===== config.mk =====
export PLATFORM = sky130hd
export DESIGN_NAME = conv_acc
export DESIGN_NICKNAME = d
export VERILOG_FILES = /design/src/rtl/conv_acc.sv
export SDC_FILE = /design/constraint.sdc
export NUM_CORES = 2
export LEC_CHECK = 0
export ABC_AREA = 1
export BUFFER_PORTS_ARGS = -buffer_cell sky130_fd_sc_hd__buf_2
export CORE_MARGIN = 2
export CORE_UTILIZATION = 47
export CTS_CLUSTER_DIAMETER = 30
export DETAILED_ROUTE_END_ITERATION = 12
export GPL_ROUTABILITY_DRIVEN = 0
export HOLD_SLACK_MARGIN = 0.06
export PLACE_DENSITY_LB_ADDON = 0.15
export SYNTH_ARGS = -nofsm -noshare
export SYNTH_HDL_FRONTEND = slang
export SYNTH_SLANG_ARGS = --single-unit

===== constraint.sdc =====
create_clock -name clk -period 4.1 [get_ports clk]
set_input_delay 0.205 -clock clk [delete_from_list [all_inputs] [get_ports clk]]
set_output_delay 0.205 -clock clk [all_outputs]
set_load 0.01 [all_outputs]

===== src/rtl/conv_acc.sv =====
// conv_acc: K x K signed dot-product engine that accumulates window slices
// across input channels on top of a bias, then shifts, optionally applies
// ReLU and saturates the channel sum to O_WIDTH.
// The pipeline has three register stages:
//   P1 (accept)     -> P2 (accumulate) -> output register.
// A single enable holds every stage while a finished result waits downstream.
module conv_acc #(
  parameter int K         = 3,
  parameter int I_WIDTH   = 8,
  parameter int ACC_WIDTH = 24,
  parameter int O_WIDTH   = 8
) (
  input  logic                       clk,
  input  logic                       rst,
  input  logic                       i_valid,
  output logic                       i_ready,
  input  logic                       i_last,
  input  logic [K*K*I_WIDTH-1:0]     i_tensor,
  input  logic [K*K*I_WIDTH-1:0]     w_tensor,
  input  logic [ACC_WIDTH-1:0]       bias,
  input  logic [4:0]                 shift,
  input  logic                       relu_en,
  output logic                       o_valid,
  input  logic                       o_ready,
  output logic [O_WIDTH-1:0]         o_tensor,
  output logic                       o_ovf
);

  localparam int TAPS = K * K;
  localparam int PW   = 2 * I_WIDTH;

  // Saturation bounds of the signed output, expressed at accumulator width.
  localparam logic signed [ACC_WIDTH-1:0] SAT_MAX =
    {{(ACC_WIDTH-O_WIDTH+1){1'b0}}, {(O_WIDTH-1){1'b1}}};
  localparam logic signed [ACC_WIDTH-1:0] SAT_MIN =
    {{(ACC_WIDTH-O_WIDTH+1){1'b1}}, {(O_WIDTH-1){1'b0}}};

  // P1 stage registers
  logic                        p1_valid_q;
  logic                        p1_first_q;
  logic                        p1_last_q;
  logic signed [ACC_WIDTH-1:0] p1_psum_q;
  logic signed [ACC_WIDTH-1:0] p1_bias_q;
  logic [4:0]                  p1_shift_q;
  logic                        p1_relu_q;
  logic                        in_window_q;

  // P2 stage registers
  logic signed [ACC_WIDTH-1:0] acc_q;
  logic                        p2_fin_q;
  logic [4:0]                  p2_shift_q;
  logic                        p2_relu_q;

  // Output registers
  logic                        o_valid_q;
  logic [O_WIDTH-1:0]          o_tensor_q;
  logic                        o_ovf_q;

  // Combinational next values
  logic signed [ACC_WIDTH-1:0] psum_d;
  logic signed [ACC_WIDTH-1:0] sum_d;
  logic signed [ACC_WIDTH-1:0] shifted_d;
  logic [O_WIDTH-1:0]          fin_tensor_d;
  logic                        fin_ovf_d;

  logic en;
  logic accept;

  // The whole pipeline advances unless a held result is blocked downstream.
  assign en      = !o_valid_q || o_ready;
  assign accept  = i_valid && en;
  assign i_ready = en;

  // Full-precision signed dot product of the incoming window slice.
  always_comb begin
    logic signed [PW-1:0] a_ext;
    logic signed [PW-1:0] w_ext;
    logic signed [PW-1:0] prod;
    // NOTE: every variable gets a value before any branch or loop so no latch is inferred.
    psum_d = '0;
    a_ext  = '0;
    w_ext  = '0;
    prod   = '0;
    for (int n = 0; n < TAPS; n++) begin
      a_ext  = PW'($signed(i_tensor[n*I_WIDTH +: I_WIDTH]));
      w_ext  = PW'($signed(w_tensor[n*I_WIDTH +: I_WIDTH]));
      prod   = a_ext * w_ext;
      psum_d = psum_d + ACC_WIDTH'(prod);
    end
  end

  // P1: register the slice sum and its per-pixel control on acceptance.
  always_ff @(posedge clk or posedge rst) begin
    if (rst) begin
      p1_valid_q  <= 1'b0;
      p1_first_q  <= 1'b0;
      p1_last_q   <= 1'b0;
      p1_psum_q   <= '0;
      p1_bias_q   <= '0;
      p1_shift_q  <= '0;
      p1_relu_q   <= 1'b0;
      in_window_q <= 1'b0;
    end else if (en) begin
      // NOTE: state registers use non-blocking assignment so every stage samples pre-edge values.
      p1_valid_q <= accept;
      if (accept) begin
        p1_first_q  <= !in_window_q;
        p1_last_q   <= i_last;
        p1_psum_q   <= psum_d;
        p1_bias_q   <= bias;
        p1_shift_q  <= shift;
        p1_relu_q   <= relu_en;
        in_window_q <= !i_last;
      end
    end
  end

  // First slice of a pixel starts from the bias; later slices add to the running sum.
  assign sum_d = (p1_first_q ? p1_bias_q : acc_q) + p1_psum_q;

  // P2: accumulate across channels (wrapping) and flag completed pixels.
  always_ff @(posedge clk or posedge rst) begin
    if (rst) begin
      acc_q      <= '0;
      p2_fin_q   <= 1'b0;
      p2_shift_q <= '0;
      p2_relu_q  <= 1'b0;
    end else if (en) begin
      p2_fin_q <= p1_valid_q && p1_last_q;
      if (p1_valid_q) begin
        acc_q      <= sum_d;
        p2_shift_q <= p1_shift_q;
        p2_relu_q  <= p1_relu_q;
      end
    end
  end

  // Finaliser: floor shift, optional ReLU, then saturate to the output width.
  always_comb begin
    shifted_d    = acc_q >>> p2_shift_q;
    fin_tensor_d = shifted_d[O_WIDTH-1:0];
    fin_ovf_d    = 1'b0;
    if (p2_relu_q && shifted_d < 0) begin
      fin_tensor_d = '0;
    end else if (shifted_d > SAT_MAX) begin
      fin_tensor_d = SAT_MAX[O_WIDTH-1:0];
      fin_ovf_d    = 1'b1;
    end else if (shifted_d < SAT_MIN) begin
      fin_tensor_d = SAT_MIN[O_WIDTH-1:0];
      fin_ovf_d    = 1'b1;
    end
  end

  // Output register: load a finished pixel, otherwise drop valid once consumed.
  always_ff @(posedge clk or posedge rst) begin
    if (rst) begin
      o_valid_q  <= 1'b0;
      o_tensor_q <= '0;
      o_ovf_q    <= 1'b0;
    end else if (en) begin
      o_valid_q <= p2_fin_q;
      if (p2_fin_q) begin
        o_tensor_q <= fin_tensor_d;
        o_ovf_q    <= fin_ovf_d;
      end
    end
  end

  assign o_valid  = o_valid_q;
  assign o_tensor = o_tensor_q;
  assign o_ovf    = o_ovf_q;

endmodule


==> Yosys cells after proc, flatten, opt, wreduce, memory -nomap -nowiden <==
Cells that the tools add are included.
{ "totals": {"register_bits": 99, "out_inout_bits": 11, "inputBits": 179, "elab_cells": 54} }
{ "op_classes": {"shift": 1, "order_cmp": 3, "n_mul": 9, "reduce_logical": 10, "n_mux": 7, "n_addsub": 9} }
{ "ops": {"columns": ["operator", "count"], "rows": [
  ["$mul A8 B8 Y16", 9],
  ["$add A23 B16 Y24", 1],
  ["$add A24 B24 Y24", 1],
  ["$gt A24 B8 Y1 const B", 1],
  ["$lt A24 B1 Y1 const B", 1],
  ["$lt A24 B8 Y1 const B", 1],
  ["$mux W24", 1],
  ["$mux W8", 3],
  ["$sshr A24 B5 Y24", 1],
  ["$add A22 B16 Y23", 1],
  ["$add A21 B16 Y22", 1],
  ["$add A20 B16 Y21", 1],
  ["$add A19 B16 Y20", 1],
  ["$add A18 B16 Y19", 1],
  ["$add A17 B16 Y18", 1],
  ["$add A16 B16 Y17", 1],
  ["$reduce_and A2 Y1", 3],
  ["$logic_and A1 B1 Y1", 3],
  ["$logic_not A1 Y1", 3],
  ["$mux W1", 3],
  ["$logic_or A1 B1 Y1", 1]
]} }

==> Depth between registers and ports, before layout <==
{ "depth": {"word_depth": 9, "depth_mapped": 34, "mapped_depth_nobuf": 33} }

==> Worst setup path before layout <==
Ideal clock, no wire load.
{ "synth_timing": {"path_kind": "input-to-reg", "start": "in w_tensor[24]", "end": "reg p1_psum_q[23]", "path_slack_ns": -3.396, "setup_time_ns": 0.132, "n_path_buf": 1, "stages": 26, "t_required_ns": 3.968, "t_arrival_ns": 7.364, "path_cell_list": "clkbuf_1 nand2_1 fa_1 inv_1 fa_1 inv_1 fa_1 fa_1 fa_1 fa_1 fa_1 fa_1 inv_1 fa_1 inv_1 fa_1 inv_1 ha_1 nand2_1 nor3_1 and2_1 nand3_1 nand3_1 or2_2 nand3_1 o21ai_0"} }
{ "synth_between": {"elab_chain_len": 7} }
{ "synth_rtl": {"columns": ["element", "line", "rtl"], "rows": [
  ["start, declared", "19", "input logic [K*K*I_WIDTH-1:0] w_tensor,"],
  ["$mul A8 B8 Y16", "87", "prod = a_ext * w_ext;"],
  ["$add A18 B16 Y19", "88", "psum_d = psum_d + ACC_WIDTH'(prod);"],
  ["$add A19 B16 Y20", "88", null],
  ["$add A20 B16 Y21", "88", null],
  ["$add A21 B16 Y22", "88", null],
  ["$add A22 B16 Y23", "88", null],
  ["$add A23 B16 Y24", "88", null],
  ["end signal, assigned", "109", "p1_psum_q <= psum_d;"],
  ["end, declared", "42", "logic signed [ACC_WIDTH-1:0] p1_psum_q;"]
]} }
Every way passes these cells.
A chain may end at the register's enable or synchronous reset.

==> Worst setup path after layout <==
{ "layout_timing": {"start": "in i_tensor[71]", "end": "reg p1_psum_q[23]"} }
{ "layout_between": {"elab_chain_len": 2} }
{ "layout_rtl": {"columns": ["element", "line", "rtl"], "rows": [
  ["start, declared", "18", "input logic [K*K*I_WIDTH-1:0] i_tensor,"],
  ["$mul A8 B8 Y16", "87", null],
  ["$add A23 B16 Y24", "88", null]
]} }
Every way passes these cells.

==> out/metrics.csv <==
stage,metric,value,unit
global_routing,antenna_found_initial,1,
floorplan,ios,190,
worst_setup_path,cpMaxStageDelayCell,fa_2,
sta,fin_crit,7.067,ns
sta,rsz0062_at_grt,yes,
worst_setup_path,path_max_fanout,8,
floorplan,core.rowCount,97,
clock_tree,cts_tree,done,
worst_setup_path,worstPathRequired,4.33,ns
sta,timing.fmax,141.5,MHz
floorplan,die_x,270.4,microns
drt,drtPass1Iterations,7,
logic_synthesis,syn_inst,4051,
worst_setup_path,path_delay_family,adder cells,
worst_setup_path,worstSetupEndpointType,flop,
clock_tree,cts_made_buffers,9,
clock_tree,clk_pin_slew,0.08,ns
logic_synthesis,ys_types,44,
worst_setup_path,rr_startpoint,p1_first_q,
drt,antenna_left,0,
logic_synthesis,synth_edf_count,0,
drt,drc,0,
logic_synthesis,ys_top_cells_by_area,"fa_1 49%, inv_1 15%, nand2_1 10%, ha_1 8.2%, dfrtp_1 7.4%",
global_routing,grt_pass1_vias,27750,
worst_hold_path,hp-start,bias[16],
clock_tree,clk_latency,0.37,ns
sta,setup_tns,-56.93,ns
finish,n_antenna_cell,0,
floorplan,die-area,0.07314,sq mm
place,dp_hpwl,81.35,mm
global_routing,grt_pass1_wl,146.9,mm
worst_setup_path,critPathBufInv,9,
sta,hold_viol,0,
worst_setup_path,worst_ep_arrival_time,7.29,ns
worst_setup_path,cp_common_cell,fa_1,
floorplan,initial_core_util,47.56,%
worst_setup_path,rr_worst_depth,15,
worst_hold_path,min_path_type,in -> reg,
worst_hold_path,min_path_cells,3,
global_routing,gr-usage-all-layers,25.79,%
clock_tree,cts.sinks,99,
sta,setup_ws,-2.967,ns
logic_synthesis,ys.flop_type,dfrtp_1,
floorplan,die_h,270.4,microns
logic_synthesis,ys_warn_count,0,
outcome,status,finished with violations,
worst_setup_path,r2r_end,acc_q[12],
drt,wl_per_cell,16.53,microns
logic_synthesis,synth_top_area_share,48.54,%
global_routing,grt_max_degree,78,
sta,skew,0.01569,ns
drt,vias_per_cell,4.715,
flow_run,drv_cap,0,
logic_synthesis,async_flop_share,100.0,%
drt,vias,25410,
logic_synthesis,synth_area,0.03336,sq mm
logic_synthesis,synth.most_common_cell,inv_1,
sta,slew_viol_final,0,
finish,areaGrowthSynthToFinish,17.87,%
logic_synthesis,synthTopCellsByCount,"1290 x inv_1, 894 x nand2_1, 809 x fa_1",
worst_setup_path,slowest_delay,0.57,ns
finish,drive_gt1_share,20.27,%
sta,finalSetupViolCount,22,
sta,period_share,172.4,%
global_routing,overflow,0,
outcome,violations,setup timing,
place,post-place-ws,-3.474,ns
clock_tree,cts.root.buffer_cell,clkbuf_16,
floorplan,core,0.07015,sq mm
logic_synthesis,syn-num-nets,5258,
finish,final_nets,5651,
clock_tree,htree_levels,3,
logic_synthesis,yosysTopAreaCell,fa_1,
sta,slew_headroom,35.83,%
place,io_buffers,189,
logic_synthesis,ys_ff_latch,99,
logic_synthesis,syn_avg_cell_area,8.236,sq um
worst_hold_path,whs_endpoint,p1_bias_q[16],
drt,drt_iter0_drc,1329,
worst_setup_path,critical_path_class,in -> reg,
worst_setup_path,worst-r2r-setup-slack,0.67,ns
worst_setup_path,crit_path_start_kind,primary input,
sta,worst_pin_slew,0.9626,ns
drt,wl,89.08,mm
clock_tree,clockBufferDepth,2,
logic_synthesis,synth_seq_area_share,7.425,%
==> worst min-delay path, stage by stage <==
cell	delay [ns]
buf_2	0.07
nand2_1	0.06
nand2_1	0.06
==> stage by stage <==
| step | hold WS [ns] | instances | area, sq um | util (%) |
|---|---|---|---|---|
| after floorplan | 0.3146 | 4051 | 34510 | - |
| after global placement | 0.3977 | 5329 | 37820 | 53.91 |
| after detailed placement | 0.4045 | 5329 | 37820 | 53.91 |
| after CTS | 0.06208 | 5386 | 39060 | 55.68 |
| after global routing | 0.07188 | 5389 | 39330 | 56.06 |
| final | 0.06409 | 5389 | 39330 | 56.06 |
==> cell families (layout without fill, tap and decap cells) <==
group,count (synthesis),in the layout,share of synthesized area (%)
XOR/XNOR,13,13,0.3413
AO/OA/AOI/OAI,225,225,3.694
AND/OR/NAND/NOR,1209,1209,14.80
flip-flops,99,99,7.425
multiplexers,9,9,0.3038
buffers and inverters,1468,1866,16.68
adder cells (fa/ha/maj),1028,1028,56.75
==> cells in the final DEF, fill, tap and decap left out, types with 13 or more instances in the layout <==
cell type and instances:
nand2_4 18, nor2_1 98, buf_4 327, nand2_2 51, dlygate4sd3_1 27, a21oi_2 14, buf_6 42, a21oi_1 52
fa_2 61, nand4_1 15, or2_2 23, inv_1 1205, nand2_1 833, a31oi_1 21, nand3_2 13, inv_2 75
buf_2 151, ha_4 23, nand3_1 101, o21ai_0 83, or2_4 18, dfrtp_1 99, ha_1 196, fa_1 748
==> worst max-delay path by stage <==
stage / from / slack (ns) / depth (start not counted) / to
after floorplan: w_tensor[50] / -2.96 / 24 / p1_psum_q[23]
after global placement: i_tensor[31] / -3.44 / 25 / p1_psum_q[23]
after detailed placement: i_tensor[55] / -3.47 / 26 / p1_psum_q[15]
after CTS: i_tensor[41] / -2.92 / 27 / p1_psum_q[17]
after global routing: w_tensor[39] / -3.25 / 27 / p1_psum_q[23]
final: i_tensor[71] / -2.97 / 29 / p1_psum_q[23]
==> routing by layer <==
layer	global-route usage [%]	part of all wire [%]	vias to the layer above
met5	0	0.013	-
met4	5.845	2.5	2
met3	3.592	4.8	97
met2	43.99	49	499
met1	35.00	44	12620
li1	-	-	12200
==> state kept, by name (all words and copies together) (netlist names), 5 cells and up <==
name,count
p1_psum_q,24
p1_shift_q,5
acc_q,24
p1_bias_q,24
p2_shift_q,5
o_tensor,8
==> layout make-up <==
cell class,instances,area [sq um]
sequential,99,2477
clock buffer,9,225.2
timing repair buffer,557,4086
fill,6653,30820
clock inverter,7,71.32
multi-input combinational,2484,26400
inverter,1293,4890
tap,940,1176
==> what timing repair did <==
item,4_1_cts,5_1_grt
resized for setup,192,85
endpoints found under the hold margin,27,0
hold buffers,27,0
pin swaps,112,36
setup buffers,16,3
endpoints found under the setup margin,22,22
Power is not shown: default switching activity piles up to over one toggle a cycle in this logic, so the estimate is an artifact.
